**src/rtl/fp_pkg.sv**
```systemverilog
// Shared floating-point definitions: rounding-mode encodings, status flag bit
// positions and the rounding increment decision.
package fp_pkg;

    typedef enum logic [1:0] {
        RND_RNE = 2'd0,
        RND_RTZ = 2'd1,
        RND_RUP = 2'd2,
        RND_RDN = 2'd3
    } rnd_mode_e;

    localparam int FLG_INVALID   = 4;
    localparam int FLG_OVERFLOW  = 3;
    localparam int FLG_UNDERFLOW = 2;
    localparam int FLG_INEXACT   = 1;
    localparam int FLG_ZERO      = 0;
    localparam int FLG_W         = 5;

    // Decides whether the kept significand is bumped by one ulp.
    function automatic logic round_increment(
        input rnd_mode_e mode,
        input logic      sign,
        input logic      lsb,
        input logic      guard,
        input logic      round,
        input logic      sticky
    );
        logic lost;
        lost = guard | round | sticky;
        case (mode)
            RND_RNE: return guard & (round | sticky | lsb);
            RND_RTZ: return 1'b0;
            RND_RUP: return ~sign & lost;
            RND_RDN: return sign & lost;
            default: return 1'b0;
        endcase
    endfunction

    // Overflow saturates to infinity or to the largest finite value.
    function automatic logic overflow_to_inf(input rnd_mode_e mode, input logic sign);
        case (mode)
            RND_RNE: return 1'b1;
            RND_RTZ: return 1'b0;
            RND_RUP: return ~sign;
            RND_RDN: return sign;
            default: return 1'b1;
        endcase
    endfunction

endpackage

```
**src/rtl/fp_result_fifo.sv**
```systemverilog
// Parametrised synchronous FIFO with occupancy count; any DEPTH, pointers wrap
// modulo DEPTH. Pushes when full and pops when empty are ignored.
module fp_result_fifo #(
    parameter  int WIDTH = 37,
    parameter  int DEPTH = 4,
    localparam int CNT_W = $clog2(DEPTH + 1),
    localparam int PTR_W = (DEPTH > 1) ? $clog2(DEPTH) : 1
) (
    input  logic             clock,
    input  logic             resetn,
    input  logic             push,
    input  logic [WIDTH-1:0] push_data,
    input  logic             pop,
    output logic [WIDTH-1:0] head_data,
    output logic             head_valid,
    output logic [CNT_W-1:0] count
);

    logic [WIDTH-1:0] mem [DEPTH];
    logic [PTR_W-1:0] wr_ptr;
    logic [PTR_W-1:0] rd_ptr;
    logic             do_push;
    logic             do_pop;

    assign do_push = push && (count != CNT_W'(DEPTH));
    assign do_pop  = pop && (count != '0);

    function automatic logic [PTR_W-1:0] ptr_next(input logic [PTR_W-1:0] ptr);
        return (ptr == PTR_W'(DEPTH - 1)) ? '0 : ptr + PTR_W'(1);
    endfunction

    // NOTE: storage is deliberately not reset; count gates visibility, so stale
    // entries can never reach the output and the array stays plain RAM.
    always_ff @(posedge clock) begin
        if (do_push) begin
            mem[wr_ptr] <= push_data;
        end
    end

    // NOTE: all state updates use non-blocking assignment so every register
    // samples pre-edge values regardless of process ordering.
    always_ff @(posedge clock or negedge resetn) begin
        if (!resetn) begin
            wr_ptr <= '0;
            rd_ptr <= '0;
            count  <= '0;
        end else begin
            if (do_push) wr_ptr <= ptr_next(wr_ptr);
            if (do_pop)  rd_ptr <= ptr_next(rd_ptr);
            case ({do_push, do_pop})
                2'b10:   count <= count + CNT_W'(1);
                2'b01:   count <= count - CNT_W'(1);
                default: count <= count;
            endcase
        end
    end

    assign head_valid = (count != '0);
    assign head_data  = head_valid ? mem[rd_ptr] : '0;

endmodule

```
**src/rtl/fp_result_packer.sv**
```systemverilog
// MAC output stage: rounds the normaliser result, classifies and packs it into
// an IEEE-style word with status flags, and buffers it behind valid/ready.
module fp_result_packer
    import fp_pkg::*;
#(
    parameter int EXP_W = 8,
    parameter int MAN_W = 23,
    parameter int DEPTH = 4
) (
    input  logic                   clock,
    input  logic                   resetn,
    input  logic                   in_valid,
    output logic                   in_ready,
    input  logic                   in_sign,
    input  logic signed [EXP_W+1:0] in_exponent,
    input  logic [MAN_W+3:0]       in_significand,
    input  logic                   in_nan,
    input  logic                   in_inf,
    input  logic [1:0]             rnd_mode,
    output logic                   out_valid,
    input  logic                   out_ready,
    output logic [EXP_W+MAN_W:0]   out_data,
    output logic [FLG_W-1:0]       out_flags
);

    localparam int WORD_W = 1 + EXP_W + MAN_W;
    localparam int CNT_W  = $clog2(DEPTH + 1);
    localparam logic signed [EXP_W+2:0] EXP_OVF  = signed'((EXP_W+3)'((1 << EXP_W) - 1));
    localparam logic signed [EXP_W+2:0] EXP_ZERO = '0;

    // ---------------- stage 1: round ----------------
    logic                    accept;
    logic                    in_hidden;
    logic [MAN_W-1:0]        in_frac;
    logic                    in_g, in_r, in_s;
    rnd_mode_e               in_mode;
    logic                    rnd_inc;
    logic [MAN_W:0]          frac_sum;
    logic                    hidden_carry;
    logic signed [EXP_W+2:0] rnd_exp;

    assign in_hidden = in_significand[MAN_W+3];
    assign in_frac   = in_significand[MAN_W+2:3];
    assign in_g      = in_significand[2];
    assign in_r      = in_significand[1];
    assign in_s      = in_significand[0];
    assign in_mode   = rnd_mode_e'(rnd_mode);

    assign rnd_inc  = round_increment(in_mode, in_sign, in_frac[0], in_g, in_r, in_s);
    assign frac_sum = {1'b0, in_frac} + {{MAN_W{1'b0}}, rnd_inc};
    // Fraction overflow only moves the exponent when the hidden bit was set;
    // otherwise it just promotes the value to a set hidden bit.
    assign hidden_carry = in_hidden & frac_sum[MAN_W];
    assign rnd_exp = signed'({in_exponent[EXP_W+1], in_exponent})
                   + signed'({{(EXP_W+2){1'b0}}, hidden_carry});

    logic                    s1_valid;
    logic                    s1_sign;
    logic signed [EXP_W+2:0] s1_exp;
    logic [MAN_W-1:0]        s1_frac;
    logic                    s1_nan;
    logic                    s1_inf;
    logic                    s1_zero;
    logic                    s1_inexact;
    rnd_mode_e               s1_mode;

    always_ff @(posedge clock or negedge resetn) begin
        if (!resetn) begin
            s1_valid   <= 1'b0;
            s1_sign    <= 1'b0;
            s1_exp     <= '0;
            s1_frac    <= '0;
            s1_nan     <= 1'b0;
            s1_inf     <= 1'b0;
            s1_zero    <= 1'b0;
            s1_inexact <= 1'b0;
            s1_mode    <= RND_RNE;
        end else begin
            s1_valid <= accept;
            if (accept) begin
                s1_sign    <= in_sign;
                s1_exp     <= rnd_exp;
                s1_frac    <= frac_sum[MAN_W-1:0];
                s1_nan     <= in_nan;
                s1_inf     <= in_inf;
                s1_zero    <= (in_significand == '0);
                s1_inexact <= in_g | in_r | in_s;
                s1_mode    <= in_mode;
            end
        end
    end

    // ---------------- stage 2: classify and pack ----------------
    logic             res_sign;
    logic [EXP_W-1:0] res_exp;
    logic [MAN_W-1:0] res_frac;
    logic [FLG_W-1:0] res_flags;

    // NOTE: every output of this block gets a default first, so no path can
    // leave a value unassigned and infer a latch.
    always_comb begin
        res_sign  = s1_sign;
        res_exp   = s1_exp[EXP_W-1:0];
        res_frac  = s1_frac;
        res_flags = '0;
        res_flags[FLG_INEXACT] = s1_inexact;

        if (s1_nan) begin
            res_sign  = 1'b0;
            res_exp   = '1;
            res_frac  = {1'b1, {(MAN_W-1){1'b0}}};
            res_flags = '0;
            res_flags[FLG_INVALID] = 1'b1;
        end else if (s1_inf) begin
            res_exp   = '1;
            res_frac  = '0;
            res_flags = '0;
        end else if (s1_zero) begin
            res_exp   = '0;
            res_frac  = '0;
            res_flags = '0;
            res_flags[FLG_ZERO] = 1'b1;
        end else if (s1_exp >= EXP_OVF) begin
            res_flags[FLG_OVERFLOW] = 1'b1;
            res_flags[FLG_INEXACT]  = 1'b1;
            if (overflow_to_inf(s1_mode, s1_sign)) begin
                res_exp  = '1;
                res_frac = '0;
            end else begin
                res_exp  = {{(EXP_W-1){1'b1}}, 1'b0};
                res_frac = '1;
            end
        end else if (s1_exp <= EXP_ZERO) begin
            res_exp   = '0;
            res_frac  = '0;
            res_flags[FLG_UNDERFLOW] = 1'b1;
            res_flags[FLG_ZERO]      = 1'b1;
            res_flags[FLG_INEXACT]   = 1'b1;
        end
    end

    // ---------------- output buffer and credit ----------------
    logic [CNT_W-1:0]        fifo_count;
    logic [FLG_W+WORD_W-1:0] head_data;

    // Stage 2 writes the FIFO directly, so s1 plus the FIFO is the whole
    // occupancy; credit depends on registers only, never on out_ready.
    assign in_ready = (int'(fifo_count) + int'(s1_valid)) < DEPTH;
    assign accept   = in_valid & in_ready;

    fp_result_fifo #(
        .WIDTH (FLG_W + WORD_W),
        .DEPTH (DEPTH)
    ) u_fifo (
        .clock      (clock),
        .resetn     (resetn),
        .push       (s1_valid),
        .push_data  ({res_flags, res_sign, res_exp, res_frac}),
        .pop        (out_ready),
        .head_data  (head_data),
        .head_valid (out_valid),
        .count      (fifo_count)
    );

    assign out_flags = head_data[FLG_W+WORD_W-1:WORD_W];
    assign out_data  = head_data[WORD_W-1:0];

endmodule

```
**config.mk**
```make
export PLATFORM = sky130hd
export DESIGN_NAME = fp_result_packer
export DESIGN_NICKNAME = d
export VERILOG_FILES = /design/src/rtl/fp_pkg.sv /design/src/rtl/fp_result_fifo.sv /design/src/rtl/fp_result_packer.sv
export SDC_FILE = /design/constraint.sdc
export NUM_CORES = 1
export LEC_CHECK = 0
export ABC_AREA = 0
export BUFFER_PORTS_ARGS = -buffer_cell sky130_fd_sc_hd__clkbuf_2
export CAP_MARGIN = 30
export CORE_AREA = 2 2 124 186
export CTS_BUF_LIST = sky130_fd_sc_hd__clkbuf_4 sky130_fd_sc_hd__clkbuf_8
export CTS_CLUSTER_SIZE = 30
export DETAILED_ROUTE_END_ITERATION = 16
export DIE_AREA = 0 0 126 188
export MAX_ROUTING_LAYER = met4
export PLACE_DENSITY_LB_ADDON = 0.3
export REMOVE_ABC_BUFFERS = 1
export SLEW_MARGIN = 20
export SYNTH_ARGS = -nofsm -noshare
export SYNTH_HDL_FRONTEND = slang
export SYNTH_HIERARCHICAL = 1
export SYNTH_SLANG_ARGS = --single-unit
```
**constraint.sdc**
```tcl
create_clock -name clock -period 3.6 [get_ports clock]
set_input_delay 0.36 -clock clock [delete_from_list [all_inputs] [get_ports clock]]
set_output_delay 0.36 -clock clock [all_outputs]
set_load 0.03 [all_outputs]
```
==> results.yml, run 1 <==
cts:
  cts_tree: "done"
  htree_levels: 4
  clkTransAtPathRegs_ps: 110
  cts_buffers: 17
  cts_resized: 0
  clk_path_buf_depth: 2
  cts_root_buffer: "clkbuf_8"
  clock_latency_ps: 470
  cts_sinks: 197
  postCtsSetupBuffers: 0
grt:
  grt_pass1_vias: 5455
  grt_pass1_wl_um: 30200
  grt_max_degree: 50
  grt_overflow: 0
  grt_util_all_layers_pct: 17.2
  grt_antenna_before_repair: 0
timing:
  fin_crit_sh_pct: 80.2
  finalSetupTns_ps: 0
  hold_violations: 0
  fin_skew_ps: 10.0
  relSlewSlack_pct: 40.1
  worst_slack_ps: 713
  setup_violations: 0
  period_needed_ps: 2890
  finalMaxSlewViolations: 0
  max_freq_mhz: 346
  rsz0062_at_grt: "no"
  worstMarginPinSlew_ps: 898
synth:
  synth_edf_count: 148
  synth.distinct_cells: 46
  netlist_top_cells_count: "148 x edfxtp_1, 60 x nand2_1, 49 x dfrtp_1, 44 x and2_1, 37 x mux4_2"
  synthCells: 596
  avgSynthCellArea_sq_um: 14.6
  async_flop_share_pct: 24.9
  yosysSeqAreaShare_pct: 65.2
  ys.flop_type: "edfxtp_1"
  synth_area_sq_um: 8690
  synth_top_area_share_pct: 51.1
  ys_ff_latch: 197
  yosysTopAreaCell: "edfxtp_1"
  yosys_warnings: 6
  synth.most_common_cell: "edfxtp_1"
  synth_area_leaders: "edfxtp_1 51%, dfrtp_1 14%, mux4_2 9.6%"
detailed_routing:
  drt_iter0_markers: 395
  wl_um: 19300
  drc_errors: 0
  wl_per_cell_um: 19.8
  drtAntennaViolNets: 0
  drt-vias-per-instance: 5.49
  drt_pass1_iterations: 5
  route.vias.total: 5352
setup_path:
  critPathKind: "reg -> out"
  rrSetupSlack_ps: 1240
  worstSetupEndpointType: "output pin"
  path_max_fanout: 23
  r2r-end: "u_fifo/mem[3][7]"
  worstPathArrival_ps: 2530
  r2r_cells: 4
  critPathLaunchType: "register"
  critPathRequiredTime_ps: 3240
  timing.rr.start: "u_fifo/count[1]"
placement:
  port_buffers: 84
  dpl.hpwl_um: 13100
  preCtsSetupSlack_ps: 422
  gp_congestion: 0.936
die:
  row_count: 67
  core_sq_um: 22100
  ioPinCount: 85
  die_w_um: 126
  die_h_um: 188
  start_util_pct: 39.3
  die-area_sq_um: 23700
flow_run:
  maxCapViolCount: 0
worst_hold_path:
  holdPathEnd: "s1_inf"
  holdCritStartpoint: "in_inf"
  min_delay_path_depth: 3
  hp-class: "in -> reg"
final_layout:
  area_growth_pct: 13.5
  insertedDiodeCount: 0
  nNetsFinal: 742
  drive_above_1_share_pct: 25.6
power:
  powerDensity_nw_per_um2: 863
  p_leak_nw: 3.58
  irDropWorstVdd_mv: 0.330
run_status:
  status: "completed"
==> area by class of cell <==
class / instances / area [sq um]
Sequential cell: 197 / 5670
Timing Repair Buffer: 100 / 581
Multi-Input combinational cell: 356 / 2830
Fill cell: 2005 / 12300
Tap cell: 276 / 345
Clock buffer: 17 / 234
Inverter: 13 / 48.8
Clock inverter: 15 / 158
==> layout by cell type, fill, tap and decap left out, types with 11 or more instances in the layout <==
| cell type | synthesis | layout |
|---|---|---|
| buf_4 | 2 | 12 |
| edfxtp_1 | 148 | 148 |
| dfrtp_1 | 49 | 48 |
| xor2_1 | 14 | 14 |
| o21ai_0 | 33 | 33 |
| a31oi_1 | 11 | 11 |
| mux4_2 | 37 | 37 |
| nand3_1 | 13 | 13 |
| nor2_1 | 17 | 17 |
| nand2_1 | 60 | 60 |
| o21a_1 | 30 | 30 |
| clkbuf_8 | 0 | 17 |
| and2_1 | 44 | 44 |
| inv_1 | 13 | 13 |
| clkbuf_2 | 0 | 84 |
| nand4_1 | 15 | 15 |
==> sequential cells by signal, summed over array words and instances, names as in the netlist <==
| name | cells |
|---|---|
| s1_exp | 11 |
| s1_frac | 23 |
| s1_inexact | 1 |
| s1_inf | 1 |
| s1_mode | 2 |
| s1_nan | 1 |
| s1_sign | 1 |
| s1_valid | 1 |
| s1_zero | 1 |
| u_fifo/count | 3 |
| u_fifo/mem | 148 |
| u_fifo/rd_ptr | 2 |
| u_fifo/wr_ptr | 2 |
==> per-layer routing <==
metal  part of all wire (%)  up-vias  routed length (um)  track usage [%]
met4                    3.9        0                 743             8.83
met2                     53      160               10300             29.1
li1                       -     2446                   -                -
met5                      0        -                   0                -
met3                    3.9       47                 751             2.91
met1                     39     2699                7500             19.6
==> worst max-delay path by stage <==
stage,start,to,slack (ps),cells after the start
after CTS,u_fifo/rd_ptr[0],out_flags[2],610,4
after detailed placement,rnd_mode[1],s1_exp[8],420,15
final,u_fifo/rd_ptr[0],out_flags[2],710,4
after global routing,u_fifo/rd_ptr[0],out_flags[2],530,4
after global placement,rnd_mode[1],s1_exp[8],490,15
after floorplan,u_fifo/count[0],s1_zero,610,5
==> report_power, final <==
group          switching (mW)  leakage, nW  total (mW)  internal, mW
clock network           0.863        0.200        1.39         0.522
registers               0.333         1.95        3.65          3.31
logic                    2.18         1.44        3.48          1.30
==> metrics by stage <==
| stage | std cells | total power [mW] | cell area (sq um) | hold WS, ps | utilization, % |
|---|---|---|---|---|---|
| floorplan | 566 | 6.06 | 8550 | 64.4 | - |
| global placement | 941 | 7.11 | 9470 | 465 | 42.8 |
| detailed placement | 941 | 7.24 | 9470 | 467 | 42.8 |
| CTS | 974 | 8.63 | 9870 | 40.5 | 44.6 |
| global route | 974 | 9.03 | 9870 | 55.9 | 44.6 |
| finish | 974 | 8.51 | 9870 | 70.0 | 44.6 |
==> critical path, cell delays in order (launching register included) <==
cell and delay, ps:
dfrtp_2 800, buf_12 300, mux4_2 570, and2_1 180, clkbuf_2 180
==> repair_timing <==
item                                    CTS  global route
endpoints found under the setup margin    0             0
hold buffers                              1             0
endpoints found under the hold margin    31             0
==> cells by family after synthesis <==
kind of cell,share of synthesized area [%]
AOI/OAI and AO/OA,6.55
xor gates and xnor gates,2.22
adders and majority gates,1.67
buffers and inverters,2.22
DFF,65.2
muxes,10.4
and+or+nand+nor,11.7
Power figures use the tool's default switching activity.
==> inputs of run 2 (changes only) <==
==> constraint.sdc (replaced) <==
create_clock -name clock -period 2.55 [get_ports clock]
set_input_delay 0.255 -clock clock [delete_from_list [all_inputs] [get_ports clock]]
set_output_delay 0.255 -clock clock [all_outputs]
set_load 0.03 [all_outputs]
==> run 2 against run 1 <==
  * Die area unchanged
  * Sequential share of layout area shrank 1.8 points
  * Cell count is 3.8% higher
  * Via count increased by 1.2%
  * Clock power rose by 43%
  * Routed wire length increased by 3.9%
  * Clock-buffer cell count up 1
  * Combinational power up 49%
  * Hold slack worse by 24 ps
==> results.yml, run 2 (synthesis results as in run 1) <==
worst_hold_path:
  hp-class: "in -> reg"
  min_delay_path_depth: 3
  holdCritStartpoint: "in_exponent[9]"
  holdPathEnd: "s1_exp[10]"
die:
  ioPinCount: 85
  core_sq_um: 22100
  die-area_sq_um: 23700
  row_count: 67
  die_h_um: 188
  die_w_um: 126
  start_util_pct: 39.3
cts:
  htree_levels: 4
  cts_sinks: 197
  clock_latency_ps: 490
  clk_path_buf_depth: 2
  cts_buffers: 17
  cts_root_buffer: "clkbuf_8"
  postCtsSetupBuffers: 0
  cts_tree: "done"
  clkTransAtPathRegs_ps: 100
setup_path:
  r2r_cells: 5
  critPathRequiredTime_ps: 2300
  timing.rr.start: "s1_nan"
  path_max_fanout: 17
  critPathKind: "reg -> out"
  rrSetupSlack_ps: 370
  r2r-end: "u_fifo/mem[3][11]"
  worstPathArrival_ps: 2150
  critPathLaunchType: "register"
  cpPeakStageDelay_ps: 590
  crit_start: "u_fifo/rd_ptr[0]"
  cp_cell_sequence: "buf_4, mux4_2, and2_1, clkbuf_2"
  worstSetupEndpointType: "output pin"
  cpMaxStageDelayCell: "mux4_2"
final_layout:
  regArea_sq_um: 5670
  final_cells: 1011
  multi_input_area_sq_um: 2830
  final_cell_mix: "148 x edfxtp_1, 84 x clkbuf_2, 60 x nand2_1"
  area_growth_pct: 17.2
  n_fill_cell: 1991
  fin_util_pct: 46.0
  insertedDiodeCount: 0
  reg.largest.list: "u_fifo/mem x148, s1_frac x23, s1_exp x11"
  drive_above_1_share_pct: 28.8
  largest_register_ffs: 148
  final_common_cell: "edfxtp_1"
  top_register: "u_fifo/mem"
  nNetsFinal: 779
detailed_routing:
  wl_per_cell_um: 19.8
  drt_pass1_iterations: 4
  drtAntennaViolNets: 0
  wl_um: 20000
  drc_errors: 0
  drt-vias-per-instance: 5.36
  drt_iter0_markers: 336
  route.vias.total: 5415
power:
  p_int_mw: 7.44
  share_comb_of_total_power_pct: 42.3
  switching_share_pct: 39.1
  powerDensity_nw_per_um2: 1200
  irDropWorstVdd_mv: 0.581
  clkPwrFrac_pct: 16.3
  total_power_mw: 12.2
  seqPwrFrac_pct: 41.4
  switchingPower_mw: 4.77
  p_leak_nw: 3.77
timing:
  period_needed_ps: 2410
  max_freq_mhz: 416
  setup_violations: 0
  relSlewSlack_pct: 58.7
  hold_ws_ps: 46.5
  hold_violations: 0
  fin_skew_ps: 16.5
  worstMarginPinSlew_ps: 613
  finalMaxSlewViolations: 0
  rsz0062_at_grt: "no"
  fin_crit_sh_pct: 94.4
placement:
  gp_congestion: 0.915
  dpl.hpwl_um: 13300
  port_buffers: 84
  dpl.cell_count: 976
flow_run:
  maxCapViolCount: 0
grt:
  grt_util_all_layers_pct: 18.1
  grt_pass1_wl_um: 31600
  grt_max_degree: 39
  grt_overflow: 0
  grt_pass1_vias: 5830
  grt_antenna_before_repair: 0
run_status:
  status: "completed"
==> run 2: how the worst max path moves through the flow <==
stage / end / slack (ps) / cells after the start
after floorplan: s1_zero / -440 / 5
after detailed placement: s1_exp[8] / -270 / 15
after CTS: out_flags[2] / 70 / 4
after global placement: s1_exp[8] / -180 / 15
after global routing: out_flags[2] / 30 / 4
final: out_flags[2] / 140 / 4
==> run 2: layout make-up <==
type	count	share of cell area (%)
flip-flops and latches	197	55.7
multi-input cells	356	27.8
repair buffers	137	8.84
well taps	276	3.39
clock buffers	18	2.43
clock inverters	14	1.39
inverters	13	0.479
==> run 2: per-layer routing <==
metal  vias to the layer above  track usage [%]  wire (um)
li1                       2519                -          -
met1                      2730             20.0       7990
met2                       132             31.9      10700
met3                        34             3.14        742
met4                         0             7.65        565
met5                         -                -          0
==> run 2: what timing repair did <==
| action | in CTS | in global routing |
|---|---|---|
| hold buffers | 3 | 0 |
| resized for setup | 0 | 0 |
| hold endpoints to repair | 22 | 0 |
==> run 2: critical path, delay by kind of cell, from the launching register on <==
kind          cells  cell delay (ps)
flops             1              400
simple gates      1              190
mux               1              590
buf+inv           2              500
==> run 2: metrics by stage <==
stage	setup slack, ps	setup TNS, ps	area, sq um
3_5_place_dp	-266	-1340	9770
2_1_floorplan	-436	-14940	8550
4_1_cts	73.5	0	10200
6_report	144	0	10200
5_1_grt	26.6	0	10200
3_3_place_gp	-180	-810	9770
==> run 2: power groups by stage <==
stage                     clock network [mW]  registers [mW]  logic [mW]
final                                   1.99            5.06        5.17
after CTS                               2.03            5.06        5.26
after global placement                     0            5.08        5.12
after detailed placement                   0            5.13        5.24
after floorplan                            0            5.21        3.33
after global routing                    2.15            5.14        5.64
==> inputs of run 3 (changes only) <==
--- a/config.mk
+++ b/config.mk
@@ -14,7 +14,6 @@
 export DETAILED_ROUTE_END_ITERATION = 16
 export DIE_AREA = 0 0 126 188
 export MAX_ROUTING_LAYER = met4
-export PLACE_DENSITY_LB_ADDON = 0.3
 export REMOVE_ABC_BUFFERS = 1
 export SLEW_MARGIN = 20
 export SYNTH_ARGS = -nofsm -noshare
==> constraint.sdc (replaced) <==
create_clock -name clock -period 2.55 [get_ports clock]
set_input_delay 0.765 -clock clock [delete_from_list [all_inputs] [get_ports clock]]
set_output_delay 0.765 -clock clock [all_outputs]
set_load 0.03 [all_outputs]
==> run 3 against run 2 <==
  * The run now ends with setup timing left
  * Clock-buffer cell count unchanged
  * Die area did not move
  * Sequential cell count did not move
  * Register-to-register slack lost 100 ps
  * Sequential share of layout area decreased by 3.6 points
  * Final area up 7.0%
  * Critical path depth did not move
  * Cell count is 1.3% higher
  * Fmax shrank 14%
  * Routed wire length increased by 1.2%
  * Core utilization grew 3.2 points
  * Setup slack lost 390 ps
  * Critical path type unchanged
  * Largest cell class unchanged
==> results.yml, run 3 (synthesis results as in run 1) <==
run_status:
  status: "finished, violations left"
  violations: "setup timing"
cts:
  clock_latency_ps: 470
  cts_tree: "done"
  cts_buffers: 17
  clkTransAtPathRegs_ps: 100
  cts_root_buffer: "clkbuf_8"
  clk_path_buf_depth: 2
  cts_hold_buf: 0
  cts_sinks: 197
  htree_levels: 4
timing:
  setup_violations: 38
  worst_slack_ps: -243
  worstMarginPinSlew_ps: 612
  hold_violations: 0
  hold_ws_ps: 282
  rsz0062_at_grt: "yes"
  relSlewSlack_pct: 59.2
  fin_crit_sh_pct: 110
  fin_skew_ps: 10.6
  max_freq_mhz: 358
  finalMaxSlewViolations: 0
  period_needed_ps: 2790
setup_path:
  critPathRequiredTime_ps: 1790
  r2r-end: "u_fifo/count[2]"
  path_max_fanout: 17
  timing.rr.start: "u_fifo/count[2]"
  cpPeakStageDelay_ps: 590
  r2r_cells: 9
  critPathKind: "reg -> out"
  critPathLaunchType: "register"
  cp_cell_sequence: "buf_12, mux4_2, and2_4, buf_8"
  worstSetupEndpointType: "output pin"
  crit_buf_inv: 2
  rrSetupSlack_ps: 270
  cpMaxStageDelayCell: "mux4_2"
  crit_start: "u_fifo/rd_ptr[0]"
  worstPathArrival_ps: 2030
  path_delay_family: "multiplexers"
power:
  powerDensity_nw_per_um2: 1270
  p_leak_nw: 4.10
  total_power_mw: 13.8
  irDropWorstVdd_mv: 0.559
worst_hold_path:
  hp-class: "in -> async"
die:
  core_sq_um: 22100
  start_util_pct: 39.3
  row_count: 67
  ioPinCount: 85
  die_h_um: 188
  die_w_um: 126
  die-area_sq_um: 23700
grt:
  grt_overflow: 0
  grt_util_all_layers_pct: 18.1
  grt_max_degree: 38
  grt_pass1_vias: 5851
  grt_antenna_before_repair: 0
  grt_pass1_wl_um: 31900
final_layout:
  insertedDiodeCount: 0
  multi_input_area_sq_um: 3020
  final_cell_mix: "148 x edfxtp_1, 59 x nand2_1, 56 x buf_4"
  final_cell_area_sq_um: 10900
  drive_above_1_share_pct: 37.6
  n_fill_cell: 1956
  final_common_cell: "edfxtp_1"
  largest_register_ffs: 148
  area_growth_pct: 25.4
  nNetsFinal: 792
  reg.largest.list: "u_fifo/mem x148, s1_frac x23, s1_exp x11"
  regArea_sq_um: 5670
  top_register: "u_fifo/mem"
placement:
  gp_congestion: 0.879
  dpl.hpwl_um: 13400
  preCtsSetupSlack_ps: -817
  dpl_cell_area_sq_um: 9850
  port_buffers: 84
detailed_routing:
  route.vias.total: 5462
  drtAntennaViolNets: 0
  drt_pass1_iterations: 5
  wl_um: 20300
  drt-vias-per-instance: 5.33
  drt_iter0_markers: 431
  wl_per_cell_um: 19.8
  drc_errors: 0
flow_run:
  maxCapViolCount: 0
[run 3: changes by cell type in the layout (fill, tap and decap cells not counted), sizes merged]
| cell | delta |
|---|---|
| buf | +54 |
| clkbuf | -38 |
| dlygate4sd3 | -3 |
| bufinv | +2 |
| clkinv | -1 |
| clkinvlp | -1 |
[run 3: worst max-delay path by stage]
stage	slack, ps	cells after the start	end
2_1_floorplan	-720	2	out_data[0]
3_3_place_gp	-740	14	s1_exp[9]
3_5_place_dp	-820	14	s1_exp[9]
4_1_cts	-290	5	out_data[28]
5_1_grt	-290	4	out_data[19]
6_report	-240	4	out_data[19]
[run 3: routing by layer]
metal | up-vias | track usage [%] | part of all wire [%]
met5 | - | - | 0
met4 | 0 | 7.48 | 3.5
met3 | 38 | 3.05 | 4.0
met2 | 138 | 31.7 | 54
met1 | 2755 | 20.3 | 39
li1 | 2531 | - | -
[run 3: stage by stage]
step / cells / utilization [%] / TNS, ps
after detailed placement: 986 / 44.5 / -8290
after global routing: 1024 / 49.3 / -8850
final: 1024 / 49.3 / -6130
after floorplan: 566 / - / -35170
after CTS: 1021 / 48.3 / -8240
after global placement: 986 / 44.5 / -7120
[run 3: final cells by class]
cell class	count	share of cell area, %
Clock buffer	18	2.22
Clock inverter	14	1.74
Inverter	13	0.448
Multi-Input combinational cell	356	27.7
Sequential cell	197	52.0
Tap cell	276	3.17
Timing Repair Buffer	150	12.7
[run 3: what timing repair did]
item                                    CTS  global route
resized for setup                       106            73
endpoints found under the setup margin   45            45
setup buffers                             2             2
cloned                                    1             1
pin swaps                                 6            12
[run 3: where the power goes]
group          leakage, nW  internal, mW  switching, mW
sequential            1.95          4.68          0.392
combinational         1.93          3.18           3.45
clock                0.221          1.01           1.14
total                 4.10          8.87           4.98
